### config.mk
export PLATFORM = sky130hd
export DESIGN_NAME = fma_scheduler
export DESIGN_NICKNAME = d
export VERILOG_FILES = /design/src/rtl/fma_scheduler.sv
export SDC_FILE = /design/constraint.sdc
export NUM_CORES = 1
export LEC_CHECK = 0
export BUFFER_PORTS_ARGS = -buffer_cell sky130_fd_sc_hd__buf_4
export CAP_MARGIN = 0
export CORE_UTILIZATION = 44
export DETAILED_ROUTE_END_ITERATION = 16
export GPL_ROUTABILITY_DRIVEN = 0
export GPL_TIMING_DRIVEN = 0
export HOLD_SLACK_MARGIN = 0.1
export PLACE_DENSITY = 0.86
export SYNTH_ARGS = -nofsm -noshare
export SYNTH_HDL_FRONTEND = slang
export SYNTH_SLANG_ARGS = --single-unit
### constraint.sdc
create_clock -name clk -period 11.2 [get_ports clk]
set_input_delay 2.8 -clock clk [delete_from_list [all_inputs] [get_ports clk]]
set_output_delay 2.8 -clock clk [all_outputs]
set_load 0.03 [all_outputs]
### src/rtl/fma_scheduler.sv
// fma_scheduler
//   Round-robin front end for one shared, fixed-latency FMA datapath.
//   Requesters post {a, b, c}. One of them is granted each enabled cycle.
//   Its operands go straight to the FMA. A tag pipeline that matches the FMA
//   latency carries {valid, id}, so each result comes back with the id of
//   the requester that issued it.
//
// Ports
//   clk, reset       clock; synchronous active-high reset
//   enable           global run; low freezes issue, tag pipeline and FMA
//   req_valid        [NREQ]     per-requester request
//   req_ready        [NREQ]     one-hot grant (combinational)
//   req_a, req_b     [NREQ*8]   operand bytes, requester i at [8*i +: 8]
//   req_c            [NREQ*16]  addend, requester i at [16*i +: 16]
//   fma_en           FMA clock enable (= enable)
//   fma_a/b/c        operands of the granted requester, zero when idle
//   fma_out          FMA result, valid LAT enabled cycles after issue
//   rsp_valid/id/data  response port, no backpressure
//   busy             any op in flight
//   grant_count      [NREQ*8]   per-requester issue counters, wrapping
module fma_scheduler #(
  parameter int NREQ = 3,
  parameter int LAT  = 2,
  localparam int IDW = (NREQ > 1) ? $clog2(NREQ) : 1
) (
  input  logic               clk,
  input  logic               reset,
  input  logic               enable,
  input  logic [NREQ-1:0]    req_valid,
  output logic [NREQ-1:0]    req_ready,
  input  logic [NREQ*8-1:0]  req_a,
  input  logic [NREQ*8-1:0]  req_b,
  input  logic [NREQ*16-1:0] req_c,
  output logic               fma_en,
  output logic [7:0]         fma_a,
  output logic [7:0]         fma_b,
  output logic [15:0]        fma_c,
  input  logic [15:0]        fma_out,
  output logic               rsp_valid,
  output logic [IDW-1:0]     rsp_id,
  output logic [15:0]        rsp_data,
  output logic               busy,
  output logic [NREQ*8-1:0]  grant_count
);

  logic [IDW-1:0] ptr_reg;
  logic           grant_found;
  logic [IDW-1:0] grant_id;
  logic           issue;
  logic [IDW:0]   scan_sum;
  logic [IDW-1:0] scan_idx;

  logic [7:0]     a_arr [NREQ];
  logic [7:0]     b_arr [NREQ];
  logic [15:0]    c_arr [NREQ];

  logic [LAT-1:0] tag_valid_reg;
  logic [IDW-1:0] tag_id_reg [LAT];

  // Unpack the flat operand buses so the mux can select them by requester id.
  genvar gi;
  generate
    for (gi = 0; gi < NREQ; gi++) begin : g_unpack
      assign a_arr[gi] = req_a[8*gi +: 8];
      assign b_arr[gi] = req_b[8*gi +: 8];
      assign c_arr[gi] = req_c[16*gi +: 16];
    end
  endgenerate

  // Search starts at the pointer and wraps. The first valid requester wins.
  // The index is computed one bit wider so the wrap also works when NREQ is
  // not a power of two.
  always_comb begin
    grant_found = 1'b0;
    grant_id    = '0;
    scan_sum    = '0;
    scan_idx    = '0;
    for (int k = 0; k < NREQ; k++) begin
      scan_sum = {1'b0, ptr_reg} + (IDW+1)'(k);
      if (scan_sum >= (IDW+1)'(NREQ))
        scan_sum = scan_sum - (IDW+1)'(NREQ);
      scan_idx = scan_sum[IDW-1:0];
      if (!grant_found && req_valid[scan_idx]) begin
        grant_found = 1'b1;
        grant_id    = scan_idx;
      end
    end
  end

  always_comb begin
    req_ready = '0;
    if (enable && !reset && grant_found)
      req_ready = NREQ'(1) << grant_id;
  end

  assign issue  = |req_ready;
  assign fma_en = enable;

  always_comb begin
    fma_a = '0;
    fma_b = '0;
    fma_c = '0;
    if (issue) begin
      fma_a = a_arr[grant_id];
      fma_b = b_arr[grant_id];
      fma_c = c_arr[grant_id];
    end
  end

  always_ff @(posedge clk) begin
    if (reset)
      ptr_reg <= '0;
    else if (issue)
      ptr_reg <= (grant_id == IDW'(NREQ-1)) ? '0 : grant_id + 1'b1;
  end

  // The tag pipeline advances only on enabled cycles, in lockstep with the
  // FMA. The last stage therefore lines up with fma_out.
  always_ff @(posedge clk) begin
    if (reset) begin
      tag_valid_reg <= '0;
      for (int s = 0; s < LAT; s++)
        tag_id_reg[s] <= '0;
    end else if (enable) begin
      for (int s = LAT-1; s > 0; s--) begin
        tag_valid_reg[s] <= tag_valid_reg[s-1];
        tag_id_reg[s]    <= tag_id_reg[s-1];
      end
      tag_valid_reg[0] <= issue;
      tag_id_reg[0]    <= grant_id;
    end
  end

  // Masking with reset keeps ops that are being discarded from showing a
  // response in the reset cycle itself.
  assign rsp_valid = tag_valid_reg[LAT-1] & enable & ~reset;
  assign rsp_id    = tag_id_reg[LAT-1];
  assign rsp_data  = fma_out;
  assign busy      = |tag_valid_reg;

  generate
    for (gi = 0; gi < NREQ; gi++) begin : g_count
      logic [7:0] count_reg;
      always_ff @(posedge clk) begin
        if (reset)
          count_reg <= '0;
        else if (issue && grant_id == IDW'(gi))
          count_reg <= count_reg + 8'd1;
      end
      assign grant_count[8*gi +: 8] = count_reg;
    end
  endgenerate

endmodule

==> Yosys cells after proc, flatten, opt, wreduce, memory -nomap -nowiden <==
Memory sizes are Yosys's and may differ from the RTL's.
Index checks and enable logic that the tools add are counted.
{ "op_classes": {"addsub": 9, "n_lt_le_gt_ge": 7, "n_eq_ne": 2, "shifts": 1, "mux": 36, "bitwise": 6, "n_reduce_logical": 13} }
{ "ops": {"columns": ["cell", "n"], "rows": [
  ["$mux 16", 3],
  ["$mux 8", 6],
  ["$bmux 16 s2", 1],
  ["$bmux 8 s2", 2],
  ["$add 8x1->8 const B", 3],
  ["$mux 2", 9],
  ["$mux 1", 11],
  ["$lt 2x3->1 const B", 3],
  ["$logic_and 1x1->1", 7],
  ["$bmux 1 s2", 3],
  ["$ge 3x2->1 const B", 2],
  ["$sub 2x2->2 const B", 3],
  ["$add 2x1->3 const B", 1],
  ["$add 2x2->3 const B", 1],
  ["$ge 3x3->1 const B", 1],
  ["$logic_not 1->1", 3],
  ["$mux 3", 1],
  ["$not 2->3", 1],
  ["$reduce_or 3->1", 1],
  ["$shl 1x2->3 const A", 1],
  ["$add 2x1->2 const B", 1],
  ["$and 1x1->1", 2],
  ["$eq 2x1->1 const B", 1],
  ["$eq 2x2->1 const B", 1],
  ["5 further kinds", 6]
]} }
{ "word_totals": {"reg_bits": 28, "ramBits": 4, "in_bits": 118, "output_inout_bits": 80, "elab_cells": 80, "memories": 1} }
{ "memory_table": {"columns": ["memory", "depth", "word_bits", "rd", "rd_ports_with_merged_regs", "wr", "line_no", "rtl"], "rows": [
  ["tag_id_reg", 2, 2, 2, 0, 2, "58", "logic [IDW-1:0] tag_id_reg [LAT];"]
]} }

==> Logic depth before layout (Yosys ltp) <==
Gate-level depths: netlist of the first run.
{ "logic_depth": {"depth_word": 16, "depth_mapped": 11, "depth_no_buf": 8} }

==> Worst setup path after synthesis of the first run <==
No wires, ideal clock.
{ "synth_path": {"kind": "input to output", "start": "in req_valid[0]", "end": "out fma_b[0]", "t_arrival_ns": 5.218, "t_required_ns": 8.400, "slack_ns": 3.182, "cell_stages": 8, "path_buffers": 2, "path_cell_list": "mux2_4 mux2_4 a311o_4 and2_1 buf_6 a21o_4 buf_6 a311oi_1"} }
{ "synth_via": {"elab_chain_len": 14, "word_cells_on_any_way": 25, "classes_between": "shift (1); mux (17); bitwise (1); reduce/logical (6)"} }
{ "synth_rtl": {"columns": ["element", "line_no", "rtl"], "rows": [
  ["start, declared", "29", "input logic [NREQ-1:0] req_valid,"],
  ["$bmux 1 s2", "83", "if (!grant_found && req_valid[scan_idx]) begin"],
  ["$mux 1 (not written as such)", "83", null],
  ["$mux 1", "83", null],
  ["$logic_not 1->1", "83", null],
  ["$logic_and 1x1->1", "83", null],
  ["$mux 1", "83", null],
  ["$logic_not 1->1", "83", null],
  ["$logic_and 1x1->1", "83", null],
  ["$mux 2", "83", null],
  ["$not 2->3 (not written as such)", "105", "fma_b = b_arr[grant_id];"],
  ["$bmux 8 s2", "105", null],
  ["$mux 8 (not written as such) (2 in series)", "105", null],
  ["$mux 8 *", "103", "if (issue) begin"],
  ["end, declared", "36", "output logic [7:0] fma_b,"]
]} }
Mark *: on every way between the ends. The rest lies on a longest branch, timed or not. The select of a mux whose other input is x is not followed.

==> Worst setup path after layout of the first run <==
{ "layout_path": {"start": "in req_valid[0]", "end": "out fma_c[11]"} }
{ "layout_via": {"elab_chain_len": 14, "word_cells_on_any_way": 25, "classes_between": "shift (1); mux (17); bitwise (1); reduce/logical (6)"} }
{ "layout_rtl": {"columns": ["element", "line_no", "rtl"], "rows": [
  ["$bmux 1 s2", "83", null],
  ["$mux 1 (not written as such)", "83", null],
  ["$mux 1", "83", null],
  ["$logic_not 1->1", "83", null],
  ["$logic_and 1x1->1", "83", null],
  ["$mux 1", "83", null],
  ["$logic_not 1->1", "83", null],
  ["$logic_and 1x1->1", "83", null],
  ["$mux 2", "83", null],
  ["$not 2->3 (not written as such)", "106", "fma_c = c_arr[grant_id];"],
  ["$bmux 16 s2", "106", null],
  ["$mux 16 (not written as such) (2 in series)", "106", null],
  ["$mux 16 *", "103", null],
  ["end, declared", "37", "output logic [15:0] fma_c,"]
]} }
Marks and branches as above.

==> summary.md, run 1 <==
| Metric | Value |
|---|---|
| Slowest stage cell, crit path | `a311o_4` |
| Final Max Slew Viols | `0` |
| ANT nets after route | `0` |
| Synthesis-to-layout area growth | `57.3%` |
| Initial DRC count | `219` |
| Dominant cells by area after synthesis | `dfxtp_1 21%, a311oi_1 10%, nand2_1 10%` |
| Boundary pin count | `198` |
| Clock sink count | `32` |
| Initial Utilization | `0.454` |
| Clock Latency Late Sink | `0.28 ns` |
| Routed vias | `3,390` |
| Setup TNS | `0 ns` |
| TritonRoute pass-1 iters | `5` |
| Most frequent cells in the layout | `200 x buf_4, 73 x nand2_1, 49 x nor2_1, 32 x a311oi_1, 28 x dfxtp_1` |
| Worst endpoint data arrival time | `approximately 5.3 ns` |
| Slew headroom | `0.482` |
| Htree depth | `2` |
| Syn nets | `484` |
| Pwr Total | `approximately 0.48 mW` |
| Crit start category | `input pin` |
| CTS Buf Count | `5` |
| Synthesis Warnings | `0` |
| Fmax achieved | `around 120 MHz` |
| Worst-path clk slew | `0.06 ns` |
| Final std cells w/o fill | `623` |
| CP cell instances | `buf_4 -> mux2_4 -> mux2_4 -> a311o_4 -> nand2_1 -> clkbuf_1 -> nand2_1 -> a311oi_1 -> buf_4` |
| Final Hold Viols | `0` |
| Area of the core | `0.00592 mm²` |
| CP endpoint kind | `output pin` |
| Most common cell after layout, fill and taps aside | `buf_4` |
| Rows | `28` |
| Initial antenna violation count | `0` |
| Period Utilization, post-route | `0.722` |
| Ant diodes | `0` |
| Post-synth ARST share | `0` |
| Detailed-route wire length per cell | `15.0 µm` |
| Critical Path Fanout Max | `10` |
| Final Critical Period | `8.08 ns` |
| Max IR drop VDD | `0.0000692 V` |
| Dpl cell area | `~0.0041 mm²` |
| Max reg flops | `24` |
| Post-Synthesis Cells | `359` |
| CP peak stage delay | `0.46 ns` |
| Clk root buf | `clkbuf_8` |
| Die area | `roughly 0.0064 mm²` |
| #FFs+latches synth | `32` |
| Layout cells sized above 1 | `0.420` |
| Crit path kind | `input pin to output pin` |
| Fin nets | `672` |
| CTS resizes | `0` |
| # Post-CTS Setup Buffers | `0` |
| P_leak | `2.02 nW` |
| Number of global-route vias before repair | `2,983` |
| Largest net degree at the start of global routing | `11` |
| Synthesized area per cell | `7.49 µm²` |
| Worst r2r src | `ptr_reg[0]$_SDFFE_PP0P_` |
| Cell taking the most area after synthesis | `dfxtp_1` |
| Count of different cell masters after synthesis | `52` |
| Final instance area | `0.00423 mm²` |
| Dpl hpwl | `approximately 7400 µm` |
| CP Data Required Time | `8.40 ns` |
| Die Ht | `80.2 µm` |
| CP startpoint | `req_valid[0]` |
| DRC Markers | `0` |
| RSZ-0062 raised after global routing | `false` |
| Die Span X | `around 80 µm` |
| Port bufs | `181` |
| Congestion Overflow GR | `0` |
| Routed Wire Length | `9360 µm` |
| Register area share after synthesis | `0.253` |
| Status | `finished clean` |
| Final number of setup-violating endpoints | `0` |
| Min-Delay Path Class | `flip-flop to flip-flop` |
| Power per cell area | `114 mW/mm²` |
| Post-Place Cells | `615` |
| Skew final | `between 0.001 and 0.0015 ns` |
| CTS tree | `built` |
| Vias per cell | `5.44` |
| Post-synth EDFFs | `4` |
| Max-Cap Viols | `0` |
| Slew @ Worst Pin | `0.773 ns` |
| Yosys top cell area share | `0.208` |
| # hold bufs at CTS | `0` |
| First-pass GRT wire length | `roughly 14,000 µm` |
| Top FF cell, synth | `dfxtp_1` |
| Hold Startpoint | `g_count[1].count_reg[7]$_SDFFE_PP0P_` |
| Post-synthesis cell area | `0.00269 mm²` |
| Clk buf depth | `2` |
| Overall Global Routing Usage | `0.275` |
[metrics by stage]
stage | hold WS [ns] | utilization | setup WS (ns)
4_1_cts | 0.485 | 0.715 | 3.20
3_5_place_dp | 0.476 | 0.700 | 3.20
6_report | 0.486 | 0.715 | 3.12
2_1_floorplan | 0.450 | - | 3.18
5_1_grt | 0.512 | 0.715 | 2.94
3_3_place_gp | 0.461 | 0.700 | 3.24
[cell families (layout without fill, tap and decap cells)]
logic type | count (synthesis) | count (layout) | synth area share
muxes | 14 | 14 | 0.0577
AOI/OAI and AO/OA | 80 | 80 | 0.244
adders and majority gates | 7 | 7 | 0.0326
buffers and inverters | 51 | 240 | 0.113
DFF | 32 | 32 | 0.253
and+or+nand+nor | 170 | 170 | 0.283
xor gates and xnor gates | 5 | 5 | 0.0163
[area by class of cell]
cell class              count  area, µm²
multi-input cells         276       1710
fillers                   490       1690
repair buffers            181       1360
flip-flops and latches     32        681
plain buffers              44        278
well taps                  75       93.8
clock buffers               8       90.1
inverters                   7       26.3
[critical path, delay by kind of cell]
kind            cells  cell delay, ns
compound gates      2            0.77
buf+inv             3            0.79
mux                 2            0.58
simple gates        2            0.33
[path summary, 6_finish.rpt]
kind / depth (start not counted) / slack, ns / endpoint
worst min-delay path: 2 / 0.49 / g_count[1].count_reg[7]$_SDFFE_PP0P_
worst min register to register: 2 / 0.49 / g_count[1].count_reg[7]$_SDFFE_PP0P_
worst max-delay path: 9 / 3.12 / fma_c[11]
worst max register to register: 9 / 8.16 / tag_id_reg[0][1]$_SDFFCE_PN0P_
[report_power, final]
part           internal [mW]  switching (mW)  total (mW)
Combinational          0.104           0.164       0.268
Clock                 0.0501          0.0417      0.0918
Sequential             0.121         0.00388       0.125
Total                  0.275           0.209       0.484
[synth_stat cells (3+ instances only)]
library cell,n
nand2_1,73
nor2_1,49
a311oi_1,32
dfxtp_1,28
buf_4,19
clkbuf_1,17
a21oi_1,15
nand3_1,9
mux2i_1,8
ha_1,7
inv_1,7
nand2b_1,6
o21ai_0,6
buf_6,5
nand4_1,5
nor2b_1,5
or3_1,5
and2_1,4
edfxtp_1,4
o31ai_1,4
or4_1,4
xnor2_1,4
a21o_1,3
buf_2,3
or2_2,3
[routing by layer]
metal | vias to the layer above | track usage | routed length, µm
met1 | 1521 | 0.342 | 3860
met3 | 29 | 0.0693 | 778
met2 | 192 | 0.453 | 4450
met5 | - | 0 | 0
li1 | 1648 | - | -
met4 | 0 | 0.107 | 278
Power figures use the tool's default switching activity.
==> inputs of run 2 (changes only) <==
--- a/config.mk
+++ b/config.mk
@@ -7,12 +7,12 @@
 export LEC_CHECK = 0
 export BUFFER_PORTS_ARGS = -buffer_cell sky130_fd_sc_hd__buf_4
 export CAP_MARGIN = 0
-export CORE_UTILIZATION = 44
+export CORE_UTILIZATION = 41
 export DETAILED_ROUTE_END_ITERATION = 16
 export GPL_ROUTABILITY_DRIVEN = 0
 export GPL_TIMING_DRIVEN = 0
 export HOLD_SLACK_MARGIN = 0.1
-export PLACE_DENSITY = 0.86
+export PLACE_DENSITY = 0.81
 export SYNTH_ARGS = -nofsm -noshare
 export SYNTH_HDL_FRONTEND = slang
 export SYNTH_SLANG_ARGS = --single-unit
==> constraint.sdc (replaced) <==
create_clock -name clk -period 8.2 [get_ports clk]
set_input_delay 2.05 -clock clk [delete_from_list [all_inputs] [get_ports clk]]
set_output_delay 2.05 -clock clk [all_outputs]
set_load 0.03 [all_outputs]
==> summary.md, run 2 (synthesis gave the netlist of run 1 again) <==
| Metric | Value |
|---|---|
| Worst R2R End | `g_count[0].count_reg[6]$_SDFFE_PP0P_` |
| CTS resizes | `0` |
| Ant diodes | `0` |
| Area of the core | `0.00635 mm²` |
| First-pass GRT wire length | `around 15,000 µm` |
| Number of global-route vias before repair | `3,109` |
| Fin nets | `672` |
| Boundary pin count | `198` |
| P_leak | `between 2 and 2.5 nW` |
| Vias per cell | `5.37` |
| Min-Delay Path Class | `flip-flop to flip-flop` |
| ANT nets after route | `0` |
| Fmax achieved | `153 MHz` |
| Detailed-route wire length per cell | `14.8 µm` |
| Die Ht | `83 µm` |
| Crit start category | `input pin` |
| Dpl hpwl | `~7400 µm` |
| Status | `finished clean` |
| Rows | `29` |
| Final Hold Viols | `0` |
| Congestion Overflow GR | `0` |
| Die area | `~0.0069 mm²` |
| CP Data Required Time | `around 6.2 ns` |
| CP Capture Point | `fma_a[0]` |
| Worst-path clk slew | `0.06 ns` |
| Clock sink count | `32` |
| Most common cell after layout, fill and taps aside | `buf_4` |
| Period Utilization, post-route | `0.796` |
| Initial DRC count | `140` |
| Final Critical Period | `~6.5 ns` |
| Largest net degree at the start of global routing | `11` |
| Initial antenna violation count | `0` |
| CP peak stage delay | `0.47 ns` |
| RSZ-0062 raised after global routing | `false` |
| Layout cells sized above 1 | `0.422` |
| FF-to-FF path depth | `9` |
| DRC Markers | `0` |
| Slew @ Worst Pin | `0.727 ns` |
| Crit path kind | `input pin to output pin` |
| DRT met1 WL | `4070 µm` |
| Max-Cap Viols | `0` |
| CP endpoint kind | `output pin` |
| # hold bufs at CTS | `0` |
| Flop2flop setup slack | `5.20 ns` |
| WL met3 | `656 µm` |
| Clk root buf | `clkbuf_8` |
| Final Max Slew Viols | `0` |
| Critical Path Fanout Max | `10` |
| Max Used Layer | `met4` |
| Slew headroom | `0.512` |
| CTS Buf Count | `5` |
| Routed vias | `3,355` |
| Initial Utilization | `0.424` |
| Met2 WL | `4260 µm` |
| Skew final | `between 0.007 and 0.008 ns` |
| Htree depth | `2` |
| Clk buf depth | `2` |
| # Post-CTS Setup Buffers | `0` |
| Routed Wire Length | `9250 µm` |
| Setup TNS | `0 ns` |
| CP startpoint | `req_valid[0]` |
| TritonRoute pass-1 iters | `4` |
| Max reg flops | `24` |
| CP cell instances | `buf_4 -> mux2_4 -> mux2_4 -> a311o_4 -> nand2_1 -> clkbuf_1 -> nand2_1 -> a311oi_1 -> buf_4` |
| Most frequent cells in the layout | `200 x buf_4, 73 x nand2_1, 49 x nor2_1, 32 x a311oi_1, 28 x dfxtp_1` |
| Power per cell area | `158 mW/mm²` |
| Synthesis-to-layout area growth | `57.8%` |
| Port bufs | `181` |
| Clock Latency Late Sink | `0.29 ns` |
| Slowest stage cell, crit path | `a311o_4` |
| Final instance area | `0.00425 mm²` |
| CTS tree | `built` |
| Max IR drop VDD | `0.000110 V` |
| Die Span X | `83 µm` |
| Final number of setup-violating endpoints | `0` |
| Worst r2r src | `ptr_reg[0]$_SDFFE_PP0P_` |
| Overall Global Routing Usage | `0.256` |
| Worst endpoint data arrival time | `around 4.5 ns` |
| Dpl cell area | `0.00415 mm²` |
## run 2: layer usage
metal / vias to the layer above / GRT usage
li1: 1641 / -
met1: 1537 / 0.327
met2: 148 / 0.425
met3: 29 / 0.0656
met4: 0 / 0.0752
met5: - / 0
## run 2: how the worst min path moves through the flow
| stage | from | endpoint | slack, ns | depth (start not counted) |
|---|---|---|---|---|
| global route | tag_valid_reg[0]$_SDFFE_PP0P_ | tag_valid_reg[0]$_SDFFE_PP0P_ | 0.52 | 2 |
| finish | g_count[2].count_reg[7]$_SDFFE_PP0P_ | g_count[2].count_reg[7]$_SDFFE_PP0P_ | 0.49 | 2 |
| CTS | tag_valid_reg[0]$_SDFFE_PP0P_ | tag_valid_reg[0]$_SDFFE_PP0P_ | 0.49 | 2 |
| detailed placement | g_count[2].count_reg[7]$_SDFFE_PP0P_ | g_count[2].count_reg[7]$_SDFFE_PP0P_ | 0.48 | 2 |
| global placement | g_count[1].count_reg[7]$_SDFFE_PP0P_ | g_count[1].count_reg[7]$_SDFFE_PP0P_ | 0.46 | 2 |
| floorplan | tag_valid_reg[0]$_SDFFE_PP0P_ | tag_valid_reg[0]$_SDFFE_PP0P_ | 0.45 | 2 |
## run 2: critical path, delay by kind of cell
family,cells,cell delay (ns)
compound gates,2,0.84
buf+inv,3,0.73
mux,2,0.58
simple gates,2,0.28
## run 2: power breakdown
part           switching, mW  internal, mW
combinational          0.222         0.142
clock                 0.0602        0.0766
sequential           0.00547         0.165
total                  0.287         0.384
## run 2: final cells by class
| class | count | area, µm² |
|---|---|---|
| well taps | 77 | 96.3 |
| inverters | 7 | 26.3 |
| plain buffers | 44 | 278 |
| flip-flops and latches | 32 | 681 |
| multi-input cells | 276 | 1710 |
| clock buffers | 8 | 100 |
| fillers | 577 | 2100 |
| repair buffers | 181 | 1360 |
## run 2: per-stage QoR
| step | power (mW) | hold WS, ns | std cells | utilization | worst slack [ns] |
|---|---|---|---|---|---|
| after floorplan | 0.407 | 0.450 | 359 | - | 1.68 |
| after global placement | 0.528 | 0.461 | 617 | 0.653 | 1.71 |
| after detailed placement | 0.534 | 0.481 | 617 | 0.653 | 1.66 |
| after CTS | 0.669 | 0.493 | 625 | 0.669 | 1.65 |
| after global routing | 0.709 | 0.517 | 625 | 0.669 | 1.44 |
| final | 0.671 | 0.489 | 625 | 0.669 | 1.67 |
==> inputs of run 3 (changes only) <==
--- a/config.mk
+++ b/config.mk
@@ -5,14 +5,15 @@
 export SDC_FILE = /design/constraint.sdc
 export NUM_CORES = 1
 export LEC_CHECK = 0
+export ABC_AREA = 1
 export BUFFER_PORTS_ARGS = -buffer_cell sky130_fd_sc_hd__buf_4
 export CAP_MARGIN = 0
-export CORE_UTILIZATION = 41
+export CORE_UTILIZATION = 40
 export DETAILED_ROUTE_END_ITERATION = 16
 export GPL_ROUTABILITY_DRIVEN = 0
 export GPL_TIMING_DRIVEN = 0
 export HOLD_SLACK_MARGIN = 0.1
-export PLACE_DENSITY = 0.81
+export PLACE_DENSITY = 0.79
 export SYNTH_ARGS = -nofsm -noshare
 export SYNTH_HDL_FRONTEND = slang
 export SYNTH_SLANG_ARGS = --single-unit
==> constraint.sdc (replaced) <==
create_clock -name clk -period 5.25 [get_ports clk]
set_input_delay 1.3125 -clock clk [delete_from_list [all_inputs] [get_ports clk]]
set_output_delay 1.3125 -clock clk [all_outputs]
set_load 0.03 [all_outputs]
==> summary.md, run 3 <==
| Metric | Value |
|---|---|
| Post-Place Cells | `approximately 800` |
| WHS Path Cells | `2` |
| Slew headroom | `0.679` |
| Power per cell area | `285 mW/mm²` |
| Most instantiated cells after synthesis | `154 x nand2_1, 87 x inv_1, 63 x nand3_1` |
| Post-synthesis cell area | `approximately 0.0032 mm²` |
| Worst endpoint data arrival time | `between 2 and 3 ns` |
| Fin nets | `828` |
| Worst Setup Slack, final | `0.976 ns` |
| Number of global-route vias before repair | `3,641` |
| Detailed-route wire length per cell | `12.9 µm` |
| Count of different cell masters after synthesis | `31` |
| Max reg flops | `24` |
| Post-Synthesis Cells | `515` |
| CP endpoint kind | `output pin` |
| Register area share after synthesis | `0.214` |
| Layout cells sized above 1 | `0.393` |
| Sw Share | `0.496` |
| Cell taking the most area after synthesis | `nand2_1` |
| Sequential Power Share | `0.201` |
| Hold Crit Endpoint | `g_count[0].count_reg[6]$_SDFFE_PP0P_` |
| Top delay family on crit path | `simple AND/OR/NAND/NOR gates` |
| Top-count cell post-synth | `nand2_1` |
| # hold bufs at CTS | `0` |
| DRC Markers | `0` |
| Final std cells w/o fill | `806` |
| Final Hold Viols | `0` |
| Crit start category | `input pin` |
| Final Max Slew Viols | `0` |
| Boundary pin count | `198` |
| CP peak stage delay | `around 0.21 ns` |
| Area of the core | `roughly 0.0077 mm²` |
| Dominant cells by area after synthesis | `nand2_1 18%, dfxtp_1 18%, inv_1 10%` |
| Largest net degree at the start of global routing | `11` |
| ANT nets after route | `0` |
| Post-synth ARST share | `0` |
| Die Span X | `between 90 and 100 µm` |
| Switching power | `between 0.6 and 0.7 mW` |
| TritonRoute pass-1 iters | `6` |
| Syn nets | `640` |
| CP most frequent cell | `nand2_1` |
| #FFs+latches synth | `32` |
| Congestion Overflow GR | `0` |
| Worst r2r src | `ptr_reg[0]$_SDFFE_PP0P_` |
| Synthesis Warnings | `0` |
| CTS resizes | `0` |
| Hold Startpoint | `g_count[0].count_reg[6]$_SDFFE_PP0P_` |
| Worst R2R End | `g_count[2].count_reg[0]$_SDFFE_PP0P_` |
| Rows | `32` |
| Slowest stage cell, crit path | `a21oi_1` |
| Hold slack | `0.491 ns` |
| Dpl hpwl | `8170 µm` |
| CTS Buf Count | `5` |
| Final number of setup-violating endpoints | `0` |
| Period Utilization, post-route | `0.814` |
| Clock sink count | `32` |
| Overall Global Routing Usage | `0.246` |
| # Post-CTS Setup Buffers | `0` |
| CP cell instances | `buf_4 -> inv_1 -> o21ai_2 -> nand2_4 -> nand2_1 -> nand2_1 -> nand2_1 -> nand2_4 -> buf_2 -> nand2_1 -> nand3_1 -> a21oi_1 -> buf_4` |
| Slew @ Worst Pin | `0.482 ns` |
| Initial antenna violation count | `0` |
| Flop2flop setup slack | `2.99 ns` |
| Crit path kind | `input pin to output pin` |
| Vias per cell | `~4.8` |
| Skew final | `0.00481 ns` |
| Routed vias | `3,844` |
| Post-synth EDFFs | `4` |
| Crit path buffers/inverters | `4` |
| Clk root buf | `clkbuf_8` |
| Most frequent cells in the layout | `202 x buf_4, 154 x nand2_1, 87 x inv_1, 63 x nand3_1, 29 x a21oi_2` |
| Fmax achieved | `234 MHz` |
| Initial DRC count | `approximately 160` |
| CTS tree | `built` |
| Setup TNS | `0 ns` |
| Ant diodes | `0` |
| Min-Delay Path Class | `flip-flop to flip-flop` |
| Combinational share of power | `0.665` |
| Critical Path Fanout Max | `10` |
| FF-to-FF path depth | `12` |
| Top FF cell, synth | `dfxtp_1` |
| Yosys top cell area share | `0.182` |
| Clock share of power | `0.134` |
| Status | `finished clean` |
| Htree depth | `2` |
| Synthesized area per cell | `about 6.2 µm²` |
| Port bufs | `181` |
| Max-Cap Viols | `0` |
| CP Data Required Time | `3.94 ns` |
| Most common cell after layout, fill and taps aside | `buf_4` |
| P_leak | `roughly 2.6 nW` |
| First-pass GRT wire length | `16,800 µm` |
| Clk buf depth | `2` |
| Initial Utilization | `0.412` |
| Synthesis-to-layout area growth | `49.2%` |
| Max IR drop VDD | `0.000184 V` |
| Die Ht | `91.2 µm` |
| Pint | `0.683 mW` |
| Clock Latency Late Sink | `0.29 ns` |
| RSZ-0062 raised after global routing | `false` |
| Worst-path clk slew | `0.07 ns` |
| Post-Place Worst Slack | `1.01 ns` |
| Routed Wire Length | `10,400 µm` |
| Die area | `0.00832 mm²` |
| Final Critical Period | `between 4 and 5 ns` |
## run 3: cells by family (layout without fill, tap and decap cells)
kind of cell	Yosys count	after routing	synth area share
adders and majority gates	7	7	0.0275
xor gates and xnor gates	18	18	0.0495
AOI/OAI and AO/OA	60	60	0.131
DFF	32	32	0.214
and+or+nand+nor	264	264	0.377
buffers and inverters	134	323	0.201
## run 3: final cells by class
class                           instances  area [µm²]
Fill cell                             710        2980
Multi-Input combinational cell        349        1860
Timing Repair Buffer                  181        1360
Sequential cell                        32         681
Inverter                               94         353
Buffer                                 40         288
Tap cell                              102         128
Clock buffer                            7        76.3
Clock inverter                          1        3.75
## run 3: per-layer routing
metal | share of wire | up-vias | wire length, µm | global-route usage
met4 | 0.016 | 0 | 162 | 0.0556
met3 | 0.054 | 16 | 555 | 0.0469
met2 | 0.49 | 124 | 5120 | 0.453
met1 | 0.44 | 1753 | 4520 | 0.294
met5 | 0 | - | 0 | 0
li1 | - | 1951 | - | -
## run 3: power by group through the flow
stage          clock network, mW  registers (mW)  logic (mW)
5_1_grt                    0.197           0.274       0.978
6_report                   0.182           0.272       0.901
4_1_cts                    0.184           0.272       0.900
2_1_floorplan                  0           0.287       0.607
3_3_place_gp                   0           0.277       0.882
3_5_place_dp                   0           0.278       0.898
## run 3: worst max path at each step
stage                            start         to  slack, ns  cells after the start
final                     req_valid[2]  fma_c[15]       0.98                     13
after global routing      req_valid[2]  fma_c[15]       0.79                     13
after floorplan           req_valid[2]  fma_c[15]       1.21                     11
after detailed placement  req_valid[2]  fma_c[15]       1.01                     13
after global placement    req_valid[2]   fma_a[7]       1.04                     12
after CTS                 req_valid[2]  fma_c[15]       0.99                     13
## run 3: worst min-delay path, cell delays in order (launching register included)
cell and delay [ns]:
dfxtp_1 0.33, nand2_1 0.07, a21oi_1 0.05
## run 3: per-stage QoR
step | power [mW] | area [µm²] | utilization
2_1_floorplan | 0.894 | 3180 | -
3_3_place_gp | 1.16 | 4670 | 0.604
3_5_place_dp | 1.18 | 4670 | 0.604
4_1_cts | 1.36 | 4750 | 0.615
5_1_grt | 1.45 | 4750 | 0.615
6_report | 1.36 | 4750 | 0.615
